## config.mk

```make
export PLATFORM = sky130hd
export DESIGN_NAME = zap_multiply_result_collector
export DESIGN_NICKNAME = d
export VERILOG_FILES = /design/src/rtl/zap_multiply_result_collector.sv
export SDC_FILE = /design/constraint.sdc
export NUM_CORES = 1
export LEC_CHECK = 0
export BUFFER_PORTS_ARGS = -buffer_cell sky130_fd_sc_hd__buf_2
export CORE_UTILIZATION = 55
export DETAILED_ROUTE_END_ITERATION = 7
export PLACE_DENSITY_LB_ADDON = 0.05
export SETUP_SLACK_MARGIN = 0.05
export SLEW_MARGIN = 20
export SYNTH_ARGS = -nofsm -noshare
export SYNTH_HDL_FRONTEND = slang
export SYNTH_SLANG_ARGS = --single-unit
```

## constraint.sdc

```tcl
create_clock -name i_clk -period 4.6 [get_ports i_clk]
set_input_delay 0.23 -clock i_clk [delete_from_list [all_inputs] [get_ports i_clk]]
set_output_delay 0.23 -clock i_clk [all_outputs]
set_load 0.01 [all_outputs]
```

## src/rtl/zap_multiply_result_collector.sv

```systemverilog
// zap_multiply_result_collector: pairs multiply result halves, derives N/Z/Q flags, queues register writes
module zap_multiply_result_collector #(
  parameter int PHY_REGS   = 46,
  parameter int FIFO_DEPTH = 2
) (
  input  logic                        i_clk,
  input  logic                        i_reset_n,
  input  logic                        i_clear_from_writeback,
  input  logic                        i_data_stall,
  input  logic                        i_res_valid,
  input  logic [31:0]                 i_res_data,
  input  logic                        i_res_higher,
  input  logic                        i_res_long,
  input  logic                        i_res_nozero,
  input  logic                        i_res_sat,
  input  logic                        i_res_flag_upd,
  input  logic [$clog2(PHY_REGS)-1:0] i_res_dest,
  input  logic                        i_q_clear,
  input  logic                        i_wb_ready,
  output logic                        o_wb_valid,
  output logic [$clog2(PHY_REGS)-1:0] o_wb_index,
  output logic [31:0]                 o_wb_data,
  output logic                        o_flags_valid,
  output logic                        o_n,
  output logic                        o_z,
  output logic                        o_q,
  output logic                        o_full,
  output logic                        o_seq_err
);
  localparam int IW = $clog2(PHY_REGS);
  localparam int PW = $clog2(FIFO_DEPTH);
  localparam int CW = PW + 1;
  typedef enum logic {IDLE, HAVE_LO} state_t;
  state_t            state_q, state_d;
  logic [IW+31:0]    mem_q [FIFO_DEPTH];
  logic [IW+31:0]    mem_d [FIFO_DEPTH];
  logic [PW-1:0]     wr_q, wr_d, rd_q, rd_d;
  logic [CW-1:0]     cnt_q, cnt_d;
  logic              lo_nz_q, lo_nz_d, seq_err_q, seq_err_d, q_q, q_d;
  logic              fv_q, fv_d, n_q, n_d, z_q, z_d;
  logic              cap, pop, zero, lo_half, hi_zero;
  assign o_wb_valid    = cnt_q != '0;
  assign o_full        = (cnt_q == CW'(FIFO_DEPTH)) & ~(o_wb_valid & i_wb_ready);
  assign pop           = o_wb_valid & i_wb_ready & ~i_clear_from_writeback;
  assign cap           = i_res_valid & ~i_data_stall & ~i_clear_from_writeback & ~o_full;
  assign {o_wb_index, o_wb_data} = o_wb_valid ? mem_q[rd_q] : '0;
  assign zero          = i_res_data == '0;
  assign lo_half       = i_res_long & ~i_res_higher;
  // a pending low half only affects Z when this pulse belongs to a long op
  assign hi_zero       = zero & ~(i_res_long & (i_res_nozero | lo_nz_q));
  assign o_flags_valid = fv_q;
  assign o_n           = n_q;
  assign o_z           = z_q;
  assign o_q           = q_q;
  assign o_seq_err     = seq_err_q;
  // write queue: flush empties it, otherwise push on capture and pop on handshake
  always_comb begin
    mem_d = mem_q;
    wr_d  = wr_q;
    rd_d  = rd_q;
    cnt_d = cnt_q;
    if (i_clear_from_writeback) begin
      wr_d  = '0;
      rd_d  = '0;
      cnt_d = '0;
    end else begin
      if (cap) mem_d[wr_q] = {i_res_dest, i_res_data};
      wr_d  = cap ? wr_q + 1'b1 : wr_q;
      rd_d  = pop ? rd_q + 1'b1 : rd_q;
      cnt_d = cnt_q + CW'(cap) - CW'(pop);
    end
  end
  // half pairing, flag derivation and sticky Q / sequence error
  always_comb begin
    state_d   = state_q;
    lo_nz_d   = lo_nz_q;
    seq_err_d = seq_err_q;
    fv_d      = 1'b0;
    n_d       = n_q;
    z_d       = z_q;
    q_d       = (cap & i_res_sat) ? 1'b1 : i_q_clear ? 1'b0 : q_q;
    if (i_clear_from_writeback) begin
      state_d = IDLE;
      lo_nz_d = 1'b0;
    end else if (cap & lo_half) begin
      state_d   = HAVE_LO;
      lo_nz_d   = ~zero;
      seq_err_d = seq_err_q | (state_q == HAVE_LO);
    end else if (cap) begin
      state_d   = IDLE;
      lo_nz_d   = 1'b0;
      seq_err_d = seq_err_q | ((state_q == HAVE_LO) & ~i_res_long);
      fv_d      = i_res_flag_upd;
      n_d       = i_res_flag_upd ? i_res_data[31] : n_q;
      z_d       = i_res_flag_upd ? hi_zero : z_q;
    end
  end
  // queue storage needs no reset: outputs are gated by the occupancy count
  always_ff @(posedge i_clk) mem_q <= mem_d;
  // control and flag registers
  always_ff @(posedge i_clk) begin
    if (!i_reset_n) begin
      state_q   <= IDLE;
      wr_q      <= '0;
      rd_q      <= '0;
      cnt_q     <= '0;
      lo_nz_q   <= 1'b0;
      seq_err_q <= 1'b0;
      q_q       <= 1'b0;
      fv_q      <= 1'b0;
      n_q       <= 1'b0;
      z_q       <= 1'b0;
    end else begin
      state_q   <= state_d;
      wr_q      <= wr_d;
      rd_q      <= rd_d;
      cnt_q     <= cnt_d;
      lo_nz_q   <= lo_nz_d;
      seq_err_q <= seq_err_d;
      q_q       <= q_d;
      fv_q      <= fv_d;
      n_q       <= n_d;
      z_q       <= z_d;
    end
  end
endmodule
```

[Word-level counts from Yosys, hierarchy flattened]
Index checks and enable logic that the tools add are counted.
Storage, ports and cells
  bits in registers: 87
  bits in latches: 0
  memory bits (writable): 0
  memory bits (read-only): 0
  input bits: 50
  output and inout bits: 45
  logic and storage cells: 72
  memories kept: 0
Cells by class
  add/sub/neg operators: 4
  multipliers: 0
  div/mod/pow operators: 0
  order comparisons: 3
  equality and inequality tests: 1
  shift-type cells: 0
  muxes and demuxes: 14
  bitwise operators: 28
  reduce and logical (&&, ||, !) cells: 10
Operator list (number)
  $mux 38: 5
  $bwmux 76: 1
  $demux 38 s1: 1
  $logic_not 32->1: 1
  $and 1x1->1: 12
  $not 1->1: 11
  $mux 1: 7
  $reduce_bool 2->1: 3
  $ge 2x2->1 const B: 2
  $not 1->2: 2
  $reduce_and 2->1: 2
  $reduce_and 4->1: 1
  $reduce_or 4->1: 1
  $or 1x1->1: 3
  $add 1x1->1 const B: 2
  $add 2x1->2: 1
  $eq 2x2->1 const B: 1
  $lt 2x1->1 const B: 1
  $reduce_or 2->1: 1
  $sub 2x1->2: 1
  $logic_and 1x1->1: 1

[Longest topological paths before layout]
  depth in word-level cells: 9
  mapped depth: 10
  mapped depth without buffers: 10

[Worst setup path before layout]
OpenSTA, ideal clock, no wires.
  path type: in2reg
  from: input i_clear_from_writeback
  to: register mem_q[38] (netlist name) (enable)
  library setup time: 434 ps
  data arrival time: 2445 ps
  data required time: 4166 ps
  path slack: 1721 ps
  stages on the path: 5
  path buffers: 1
  path through: nor3b_1 -> and2_4 -> buf_6 -> inv_2 -> nor2_1
On the way
  longest elaborated chain between the ends: 4
Ends and longest elaborated chain
  start, declared: RTL line 8  | input logic i_clear_from_writeback,
  $not 1->1 (no line) (*)
  $and 1x1->1 (2 in series): RTL line 45  | assign cap = i_res_valid & ~i_data_stall & ~i_clear_from_writeback & ~o_full;
  $reduce_and 2->1 (no line) (*)
  end signal, assigned: RTL line 99  | always_ff @(posedge i_clk) mem_q <= mem_d;
  end, declared: RTL line 35  | logic [IW+31:0] mem_q [FIFO_DEPTH];
Every way passes the cells marked *; elsewhere a longest branch is shown, timed or not.
A chain may end at the register's enable or synchronous reset.

[Worst setup path after layout]
  from: register rd_q
  to: output o_wb_data[22]
On the way
  longest elaborated chain between the ends: 5
Ends and longest elaborated chain
  start, declared: RTL line 37  | logic [PW-1:0] wr_q, wr_d, rd_q, rd_d;
  start signal, assigned: RTL line 116  | rd_q <= rd_d;
  $not 1->2 (implied by the code): RTL line 46  | assign {o_wb_index, o_wb_data} = o_wb_valid ? mem_q[rd_q] : '0;
  $mux 38 (implied by the code) (3 in series): RTL line 46
  $mux 38: RTL line 46
  end, declared: RTL line 22  | output logic [31:0] o_wb_data,
Every way passes these cells. The select of a mux whose other input is x is not followed.

==> qor.yml <==
wl_per_cell_um: 15.0
clkSlewWorstSetupHoldPaths_ps: 80
antenna_found_initial: 0
regArea_um2: 2500
synth_top_area_share_pct: 66.7
p_per_area_nw_per_um2: 351
dpl_cell_area_um2: 3960
drive_above_1_share_pct: 35.3
finalNetCount: 378
slowest_delay_ps: 550
dieArea_um2: 6540
yosys-top-cells-area: "edfxtp_1 67%, mux2i_1 11%, dfxtp_1 6.4%, nor2_1 5.2%, nor4_1 1.5%"
io_buffer_count: 94
cts_tree: "done"
setup_viol: 0
synthCells: 229
syn_nets: 281
multi_input_area_um2: 855
cts_hold_buf: 0
relSlewSlack_pct: 39.1
slew_viol_final: 0
worst_ep_arrival_time_ps: 1880
yosys.area.top_type: "edfxtp_1"
post-route-min-period_ps: 2110
start_kind: "flop"
synth_seq_area_share_pct: 73.1
post-place-ws_ps: 2380
p_leak_nw: 1.61
irDropWorstVdd_mv: 0.178
syn_area_um2: 3420
critical_path_class: "flop to output port"
wl_um: 6080
avgViaCountPerCell: 5.20
drv_cap: 0
vias: 2113
max_freq_ghz: 0.475
async_flop_share_pct: 0
fin_crit_sh_pct: 45.8
drc: 0
cp_max_fo: 29
core_area_um2: 5960
ctsResizeCount: 0
setup_tns_ps: 0
crit_required_ps: 4370
status: "completed"
row_count: 28
clkSinkCount: 87
synth_seq_cells: 87
dpl.hpwl_um: 3990
grt_max_degree: 40
place.gp.congestion: 0.715
grt_first_pass_wirelength_um: 9080
die_h_um: 80.9
grtUsageTotal_pct: 19.2
rsz0062_at_grt: "no"
grt_overflow: 0
critical_path.top_delay_family: "buffers and inverters"
area_growth_syn_to_layout_pct: 22.3
finalClockSkew_ps: 10.4
htree_levels: 3
holdWs_ps: 77.9
root_buffer: "clkbuf_8"
hold_viol: 0
hp-class: "primary input to flop"
synth.distinct_cells: 29
ant_nets: 0
cp_cell_sequence: "buf_4, mux2i_1, nor2_1, buf_2"
first_pass_iters: 4
io_pins: 95
crit_slowest_cell: "dfxtp_2"
drt-initial-drc-count: 160
diodes: 0
grt_pass1_vias: 1956
setup_ws_ps: 2490
ys_warn_count: 0
avgSynthCellArea_um2: 14.9
cp-end-kind: "output port"
ys.flop_type: "edfxtp_1"
worst-path-buf-inv: 2
clock_latency_ps: 330
layout_commonest_cell: "buf_2"
design_area_um2: 4190
die_w_um: 80.9
dp.cells: 389
post_cts_buffers: 0
instances_no_fill: 406
cts_buffer_depth: 2
initial_core_util_pct: 57.5
mostFrequentLayoutCells: "94 x buf_2, 76 x edfxtp_1, 45 x nor2_1"
num-fill-cells: 468
cts_made_buffers: 9
synth_edf_count: 76
worstMarginPinSlew_ps: 914
[stage by stage]
step	utilization (%)	total power, W
CTS	69.9	0.00148
global route	70.3	0.00152
global placement	66.5	0.000964
floorplan	-	0.000923
detailed placement	66.5	0.000965
finish	70.3	0.00147
[where the power goes]
| group | internal, W | switching, W |
|---|---|---|
| Sequential | 0.000870 | 0.00000369 |
| Combinational | 0.0000321 | 0.0000424 |
| Clock | 0.000279 | 0.000243 |
| Total | 0.00118 | 0.000289 |
[synth_stat cells (2+ instances only)]
cell type  number
nor2b_1         4
a21oi_1         2
mux2i_1        39
nand2b_1        2
xor2_1          2
buf_2           4
nand2_1         3
inv_1           5
dfxtp_1        11
clkbuf_1        6
edfxtp_1       76
nor4_1          8
nand4_1         3
ha_1            2
nor2_1         47
xnor2_1         2
[final cells by class]
type / count / area share [%]
multi-input cells: 125 / 20.4
inverters: 6 / 0.538
well taps: 75 / 2.24
repair buffers: 97 / 12.1
clock buffers: 15 / 4.75
clock inverters: 1 / 0.149
flip-flops and latches: 87 / 59.8
[cells by family (layout without fill, tap and decap cells)]
group                      count (synthesis)  after routing  synth area share (%)
buffers and inverters                     17            119                  2.23
muxes                                     39             39                  11.4
AOI/OAI and AO/OA                          6              6                  1.24
and+or+nand+nor                           74             74                  10.2
DFF                                       87             87                  73.1
xor gates and xnor gates                   4              4                  1.02
adders and majority gates                  2              2                 0.731
[path summary, 6_finish.rpt]
| path | from | to | slack (ps) | cells after the start |
|---|---|---|---|---|
| worst max register to register | cnt_q[0]$_SDFF_PP0_ | cnt_q[1]$_SDFF_PP0_ | 2550 | 11 |
| worst min-delay path | i_res_dest[5] | mem_q[75]$_DFFE_PP_ | 80 | 1 |
| worst min register to register | state_q$_SDFFE_PP0P_ | state_q$_SDFFE_PP0P_ | 460 | 2 |
| worst max-delay path | rd_q$_SDFFE_PP0P_ | o_wb_data[22] | 2490 | 4 |
[sequential cells by signal, summed over array words and instances (netlist names)]
register / cells
o_z: 1
state_q: 1
mem_q: 76
wr_q: 1
rd_q: 1
lo_nz_q: 1
o_flags_valid: 1
o_seq_err: 1
cnt_q: 2
o_n: 1
o_q: 1
[layer usage]
layer  vias to the layer above  part of all wire (%)  GRT usage, %
li1                       1035                     -             -
met1                      1009                    42          23.7
met2                        61                    52          32.3
met3                         8                   4.5          4.16
met4                         0                   1.6          9.11
met5                         -                     0             0
(Power assumes the default switching activity.)
